==> src/rtl/mul_sequencer_if.sv <==
// EX-side request/response and multiplier start/fin handshake bundle for mul_sequencer.
interface mul_sequencer_if;
  localparam int unsigned XLEN = 32;
  localparam int unsigned PW   = 64;
  localparam int unsigned OPW  = 3;

  // EX side
  logic            ex_valid;
  logic [OPW-1:0]  funct3;
  logic [XLEN-1:0] rs1_data;
  logic [XLEN-1:0] rs2_data;
  logic            flush;
  logic            stall;
  logic [XLEN-1:0] result;
  logic            result_valid;

  // multiplier side
  logic            mul_start;
  logic [OPW-1:0]  mul_op;
  logic [XLEN-1:0] mul_a;
  logic [XLEN-1:0] mul_b;
  logic            mul_fin;
  logic [PW-1:0]   mul_product;

  // driver of EX requests and of the multiplier responses
  modport master (
    output ex_valid, funct3, rs1_data, rs2_data, flush, mul_fin, mul_product,
    input  stall, result, result_valid, mul_start, mul_op, mul_a, mul_b
  );

  // the sequencer itself
  modport slave (
    input  ex_valid, funct3, rs1_data, rs2_data, flush, mul_fin, mul_product,
    output stall, result, result_valid, mul_start, mul_op, mul_a, mul_b
  );
endinterface

==> src/rtl/mul_sequencer.sv <==
// Sequences RV32M multiplies between EX and the iterative multiplier, with a one-entry
// product cache so MUL/MULH pairs on identical operands need only one multiply.
module mul_sequencer (
  input  logic            clk,
  input  logic            rst,
  mul_sequencer_if.slave  bus
);
  localparam int unsigned XLEN = 32;
  localparam int unsigned PW   = 64;
  localparam int unsigned OPW  = 3;
  localparam logic [OPW-1:0] F3_MUL = OPW'(0);

  typedef enum logic [2:0] {
    S_IDLE  = 3'd0,
    S_ISSUE = 3'd1,
    S_WAIT  = 3'd2,
    S_DONE  = 3'd3,
    S_DRAIN = 3'd4
  } state_e;

  state_e          state_q, state_d;
  logic            cache_valid_q, cache_valid_d;
  logic [XLEN-1:0] c_a_q, c_a_d;
  logic [XLEN-1:0] c_b_q, c_b_d;
  logic [OPW-1:0]  c_op_q, c_op_d;
  logic [PW-1:0]   c_prod_q, c_prod_d;
  logic [XLEN-1:0] mul_a_q, mul_a_d;
  logic [XLEN-1:0] mul_b_q, mul_b_d;
  logic [OPW-1:0]  mul_op_q, mul_op_d;
  logic            mul_start_q, mul_start_d;
  logic [XLEN-1:0] result_q, result_d;

  logic            req_c;
  logic            hit_c;
  logic            stall_c;
  logic            result_valid_c;
  logic            sel_lo_c;
  logic [XLEN-1:0] half_c;
  logic [XLEN-1:0] result_c;

  // Request qualification and cache lookup; the low word is sign-independent so MUL hits any op
  always_comb begin
    req_c = bus.ex_valid & ~bus.funct3[2] & ~bus.flush;
    hit_c = cache_valid_q && (bus.rs1_data == c_a_q) && (bus.rs2_data == c_b_q) &&
            ((bus.funct3 == F3_MUL) || (bus.funct3 == c_op_q));
  end

  // State and datapath registers
  always_ff @(posedge clk) begin
    if (rst) begin
      state_q       <= S_IDLE;
      cache_valid_q <= 1'b0;
      c_a_q         <= '0;
      c_b_q         <= '0;
      c_op_q        <= '0;
      c_prod_q      <= '0;
      mul_a_q       <= '0;
      mul_b_q       <= '0;
      mul_op_q      <= '0;
      mul_start_q   <= 1'b0;
      result_q      <= '0;
    end else begin
      state_q       <= state_d;
      cache_valid_q <= cache_valid_d;
      c_a_q         <= c_a_d;
      c_b_q         <= c_b_d;
      c_op_q        <= c_op_d;
      c_prod_q      <= c_prod_d;
      mul_a_q       <= mul_a_d;
      mul_b_q       <= mul_b_d;
      mul_op_q      <= mul_op_d;
      mul_start_q   <= mul_start_d;
      result_q      <= result_d;
    end
  end

  // Next-state decision
  always_comb begin
    state_d = state_q;
    case (state_q)
      S_IDLE:  if (req_c && !hit_c) state_d = S_ISSUE;
      S_ISSUE: state_d = bus.flush ? S_DRAIN : S_WAIT;
      S_WAIT: begin
        if (bus.mul_fin)    state_d = bus.flush ? S_IDLE : S_DONE;
        else if (bus.flush) state_d = S_DRAIN;
      end
      S_DONE:  state_d = S_IDLE;
      S_DRAIN: if (bus.mul_fin) state_d = S_IDLE;
      default: state_d = S_IDLE;
    endcase
  end

  // Outputs, operand latching, cache fill and result selection
  always_comb begin
    cache_valid_d  = cache_valid_q;
    c_a_d          = c_a_q;
    c_b_d          = c_b_q;
    c_op_d         = c_op_q;
    c_prod_d       = c_prod_q;
    mul_a_d        = mul_a_q;
    mul_b_d        = mul_b_q;
    mul_op_d       = mul_op_q;
    stall_c        = 1'b0;
    result_valid_c = 1'b0;
    sel_lo_c       = 1'b0;

    case (state_q)
      S_IDLE: begin
        if (req_c) begin
          if (hit_c) begin
            result_valid_c = 1'b1;
            sel_lo_c       = (bus.funct3 == F3_MUL);
          end else begin
            stall_c  = 1'b1;
            mul_a_d  = bus.rs1_data;
            mul_b_d  = bus.rs2_data;
            mul_op_d = bus.funct3;
          end
        end
      end
      S_ISSUE: stall_c = 1'b1;
      S_WAIT: begin
        stall_c = 1'b1;
        // the cache fills even when this instruction is being flushed
        if (bus.mul_fin) begin
          cache_valid_d = 1'b1;
          c_a_d         = mul_a_q;
          c_b_d         = mul_b_q;
          c_op_d        = mul_op_q;
          c_prod_d      = bus.mul_product;
        end
      end
      S_DONE: begin
        result_valid_c = ~bus.flush;
        sel_lo_c       = (mul_op_q == F3_MUL);
      end
      S_DRAIN: stall_c = req_c;
      default: stall_c = 1'b0;
    endcase

    mul_start_d = (state_d == S_ISSUE);
    half_c      = sel_lo_c ? c_prod_q[XLEN-1:0] : c_prod_q[PW-1:XLEN];
    result_c    = result_valid_c ? half_c : result_q;
    result_d    = result_c;
  end

  assign bus.stall        = stall_c;
  assign bus.result_valid = result_valid_c;
  assign bus.result       = result_c;
  assign bus.mul_start    = mul_start_q;
  assign bus.mul_op       = mul_op_q;
  assign bus.mul_a        = mul_a_q;
  assign bus.mul_b        = mul_b_q;
endmodule

==> src/flat_wrapper.sv <==
// flat-port wrapper written by rule: the top's interface ports become plain ports
module mul_sequencer_flat 
  (clk, rst, bus_ex_valid, bus_funct3, bus_rs1_data, bus_rs2_data, bus_flush, bus_mul_fin, bus_mul_product, bus_stall, bus_result, bus_result_valid, bus_mul_start, bus_mul_op, bus_mul_a, bus_mul_b);
  mul_sequencer_if bus_i ();
  input  logic clk;
  input  logic rst;
  input wire logic [$bits(bus_i.ex_valid)-1:0] bus_ex_valid;
  input wire logic [$bits(bus_i.funct3)-1:0] bus_funct3;
  input wire logic [$bits(bus_i.rs1_data)-1:0] bus_rs1_data;
  input wire logic [$bits(bus_i.rs2_data)-1:0] bus_rs2_data;
  input wire logic [$bits(bus_i.flush)-1:0] bus_flush;
  input wire logic [$bits(bus_i.mul_fin)-1:0] bus_mul_fin;
  input wire logic [$bits(bus_i.mul_product)-1:0] bus_mul_product;
  output wire logic [$bits(bus_i.stall)-1:0] bus_stall;
  output wire logic [$bits(bus_i.result)-1:0] bus_result;
  output wire logic [$bits(bus_i.result_valid)-1:0] bus_result_valid;
  output wire logic [$bits(bus_i.mul_start)-1:0] bus_mul_start;
  output wire logic [$bits(bus_i.mul_op)-1:0] bus_mul_op;
  output wire logic [$bits(bus_i.mul_a)-1:0] bus_mul_a;
  output wire logic [$bits(bus_i.mul_b)-1:0] bus_mul_b;
  assign bus_i.ex_valid = bus_ex_valid;
  assign bus_i.funct3 = bus_funct3;
  assign bus_i.rs1_data = bus_rs1_data;
  assign bus_i.rs2_data = bus_rs2_data;
  assign bus_i.flush = bus_flush;
  assign bus_i.mul_fin = bus_mul_fin;
  assign bus_i.mul_product = bus_mul_product;
  assign bus_stall = bus_i.stall;
  assign bus_result = bus_i.result;
  assign bus_result_valid = bus_i.result_valid;
  assign bus_mul_start = bus_i.mul_start;
  assign bus_mul_op = bus_i.mul_op;
  assign bus_mul_a = bus_i.mul_a;
  assign bus_mul_b = bus_i.mul_b;
  mul_sequencer u_core (.clk(clk), .rst(rst), .bus(bus_i));
endmodule
==> config.mk <==
export PLATFORM = sky130hd
export DESIGN_NAME = mul_sequencer_flat
export DESIGN_NICKNAME = d
export VERILOG_FILES = /design/src/rtl/mul_sequencer_if.sv /design/src/rtl/mul_sequencer.sv /design/src/flat_wrapper.sv
export SDC_FILE = /design/constraint.sdc
export NUM_CORES = 1
export LEC_CHECK = 0
export BUFFER_PORTS_ARGS = -buffer_cell sky130_fd_sc_hd__buf_2
export CAP_MARGIN = 30
export CORE_MARGIN = 8
export CORE_UTILIZATION = 58
export DETAILED_ROUTE_END_ITERATION = 16
export PLACE_DENSITY = 0.95
export SETUP_SLACK_MARGIN = 0.05
export SLEW_MARGIN = 20
export SYNTH_ARGS = -nofsm -noshare
export SYNTH_HDL_FRONTEND = slang
export SYNTH_SLANG_ARGS = --single-unit
==> constraint.sdc <==
create_clock -name clk -period 6.7 [get_ports clk]
set_input_delay 1.675 -clock clk [delete_from_list [all_inputs] [get_ports clk]]
set_output_delay 1.675 -clock clk [all_outputs]
set_load 0.03 [all_outputs]
==> run_results.csv <==
group,metric,value,unit
outcome,outcome,"finished, final reports clean",
timing,timing.hold.ws,455,ps
logic_synthesis,ys_ff_latch,235,
global_routing,grt_max_degree,108,
die,coreArea,17300,um^2
logic_synthesis,ys_warn_count,0,
critical_path,crit_arrival,4510,ps
critical_path,r2r_cells,7,
detailed_routing,vias_per_cell,6.27,
global_routing,grt_first_pass_wirelength,51200,um
logic_synthesis,ys_seq_area_frac,0.459,
finish,stdcell_count,1694,
power,pwr-share-clk,0.467,
worst_hold_path,min_path_type,"register to register",
clock_tree,cts.sinks,235,
detailed_routing,drc_errors,0,
detailed_routing,wl,33000,um
detailed_routing,vias,10625,
logic_synthesis,synth_top_area_share,0.459,
critical_path,worstPathRequired,5030,ps
timing,timing.final.crit_share,0.924,
power,p_sw,706,uW
die,die_h,149,um
clock_tree,clockBufferDepth,3,
placement,dp.final_hpwl,21800,um
logic_synthesis,synth_async_sr_flop_share,0,
logic_synthesis,syn-num-nets,1412,
critical_path,crit_path_max_incr_delay,710,ps
logic_synthesis,ys_top_cells_by_area,"dfxtp_1 46%, nand2_1 9.9%, a21oi_1 9.8%",
detailed_routing,ant_nets,0,
timing,rsz0062_at_grt,"no",
power,finalPower,3.06,mW
timing,worst_pin_slew,906,ps
timing,hold_violations,0,
die,rows,48,
finish,drive_above_1_share,0.247,
clock_tree,hold_buffers,0,
die,ios,238,
clock_tree,cts-root-buf,"clkbuf_16",
power,p_leak,4.49,nW
critical_path,critical_path.cell_chain,"buf_2 > inv_1 > o22ai_1 > nor4_1 > nand4_1 > or4_2 > buf_4 > nand3_2 > a31oi_1 > buf_2",
die,start_util,0.592,
logic_synthesis,syn_avg_cell_area,8.03,um^2
global_routing,grt_pass1_vias,10033,
power,power_density,248,nW/um^2
die,die_area,22200,um^2
global_routing,antenna_found_initial,3,
logic_synthesis,synth_edf_count,0,
critical_path,crit_path_start_kind,"input pin",
timing,clock_skew,21.2,ps
critical_path,cp-end-kind,"primary output",
detailed_routing,drt_iter0_markers,1086,
critical_path,crit_fanout,32,
die,die-width,149,um
placement,dp_cells,1646,
critical_path,worstSetupPathType,"input pin to primary output",
power,switching_share,0.231,
timing,final_max_slew_viol_count,0,
timing,fmax,0.162,GHz
finish,nets,1584,
run,cap_violations,0,
logic_synthesis,syn_area,10200,um^2
global_routing,gr-total-overflow,0,
timing,setup_tns,0,ps
clock_tree,clkSlewWorstSetupHoldPaths,60,ps
logic_synthesis,synth_top_cell_by_area,"dfxtp_1",
placement,numPortBuffers,237,
finish,area_delta_synth_final,20.5,%
logic_synthesis,syn_inst,1276,
clock_tree,cts_buffers,25,
critical_path,cp_slowest_cell,"or4_2",
power,p_comb_frac,0.067,
detailed_routing,drt-pass1-iter-count,6,
worst_hold_path,min_path_cells,2,
logic_synthesis,yosysMostFrequentCell,"nand2_1",
logic_synthesis,synth_common_cells,"271 x nand2_1, 235 x dfxtp_1, 200 x a21oi_1, 88 x clkbuf_1, 72 x nand3_1",
logic_synthesis,synth_flop_cell,"dfxtp_1",
timing,slew_headroom,0.396,
clock_tree,cts_setup_buffers,0,
finish,fill_cells,1246,
power,p_seq_frac,0.466,
clock_tree,cts_tree,"built",
timing,setup-violations-final,0,
critical_path,crit_top_cell,"buf_2",
timing,fin_crit,6190,ps
power,intPower,2.35,mW
global_routing,grt_use_total,0.278,
logic_synthesis,ys_types,48,
clock_tree,clock_latency,520,ps
power,peakVddDrop,0.263,mV
detailed_routing,post_drt_wl_per_cell,19.5,um
clock_tree,cts_htree_levels,1,
clock_tree,postCtsResizedCells,0,
placement,gp_congestion,0.930,
-- sequential cells by signal, summed over array words and instances, names as in the netlist --
register,count
u_core.c_a_q,32
u_core.state_q,3
u_core.c_op_q,3
u_core.c_b_q,32
u_core.cache_valid_q,1
u_core.bus.mul_b,32
u_core.bus.mul_a,32
u_core.c_prod_q,64
u_core.bus.mul_start,1
u_core.bus.mul_op,3
u_core.result_q,32
-- power by group through the flow --
| stage | registers, mW | clock network, mW | logic, mW |
|---|---|---|---|
| 5_1_grt | 1.43 | 1.50 | 0.215 |
| 3_3_place_gp | 1.46 | 0 | 0.196 |
| 4_1_cts | 1.43 | 1.44 | 0.200 |
| 6_report | 1.43 | 1.43 | 0.204 |
| 2_1_floorplan | 1.48 | 0 | 0.0794 |
| 3_5_place_dp | 1.46 | 0 | 0.198 |
-- worst max-delay path, delay by kind of cell --
kind / cells / cell delay, ps
buffers and inverters: 4 / 740
AO/OA/AOI/OAI: 2 / 230
AND/OR/NAND/NOR: 4 / 1860
-- logic make-up (layout without fill, tap and decap cells) --
kind of cell	count (synthesis)	after routing	synth area share
flip-flops	235	235	0.459
adder cells (fa/ha/maj)	1	1	0.000977
buffers and inverters	127	317	0.0523
AND/OR/NAND/NOR	476	476	0.227
other	0	3	0
AO/OA/AOI/OAI	385	385	0.216
XOR/XNOR	52	52	0.0444
-- worst paths after layout --
check                                     start                        endpoint  slack (ps)
setup reg to reg  u_core.c_a_q[15]$_SDFFE_PP0P_  u_core.result_q[31]$_SDFF_PP0_        3730
hold reg to reg   u_core.c_b_q[11]$_SDFFE_PP0P_   u_core.c_b_q[11]$_SDFFE_PP0P_         450
setup / recovery                bus_rs2_data[1]                  bus_result[21]         510
hold / removal    u_core.c_b_q[11]$_SDFFE_PP0P_   u_core.c_b_q[11]$_SDFFE_PP0P_         450
-- cells in the final DEF, fill, tap and decap left out, types with 32 or more instances in the layout --
| cell | n |
|---|---|
| xnor2_1 | 42 |
| dfxtp_1 | 235 |
| o21ai_0 | 64 |
| nand3_1 | 71 |
| nor3_1 | 33 |
| a21oi_1 | 200 |
| buf_2 | 236 |
| a311oi_1 | 33 |
| nand2_1 | 271 |
| a31oi_1 | 32 |
-- layout make-up --
type	count	area, um^2	area share
flip-flops and latches	235	4700	0.381
clock inverters	12	160	0.0130
diodes	3	7.51	0.000608
multi-input cells	914	5040	0.408
repair buffers	257	1410	0.114
inverters	15	56.3	0.00456
clock buffers	33	686	0.0555
well taps	225	282	0.0228
-- stage by stage --
step,area [um^2],setup WS (ps),utilization
CTS,12300,591,0.713
floorplan,10200,1230,-
finish,12300,511,0.714
global route,12300,468,0.714
detailed placement,11500,638,0.664
global placement,11400,741,0.659
-- routing by layer --
layer	GRT usage	vias up	wire [um]
met3	0.0710	132	3850
met2	0.446	748	15300
met4	0.138	0	1620
li1	-	4834	-
met5	0	-	0
met1	0.340	4911	12200
Note: power is estimated with default switching activity, not from simulation.
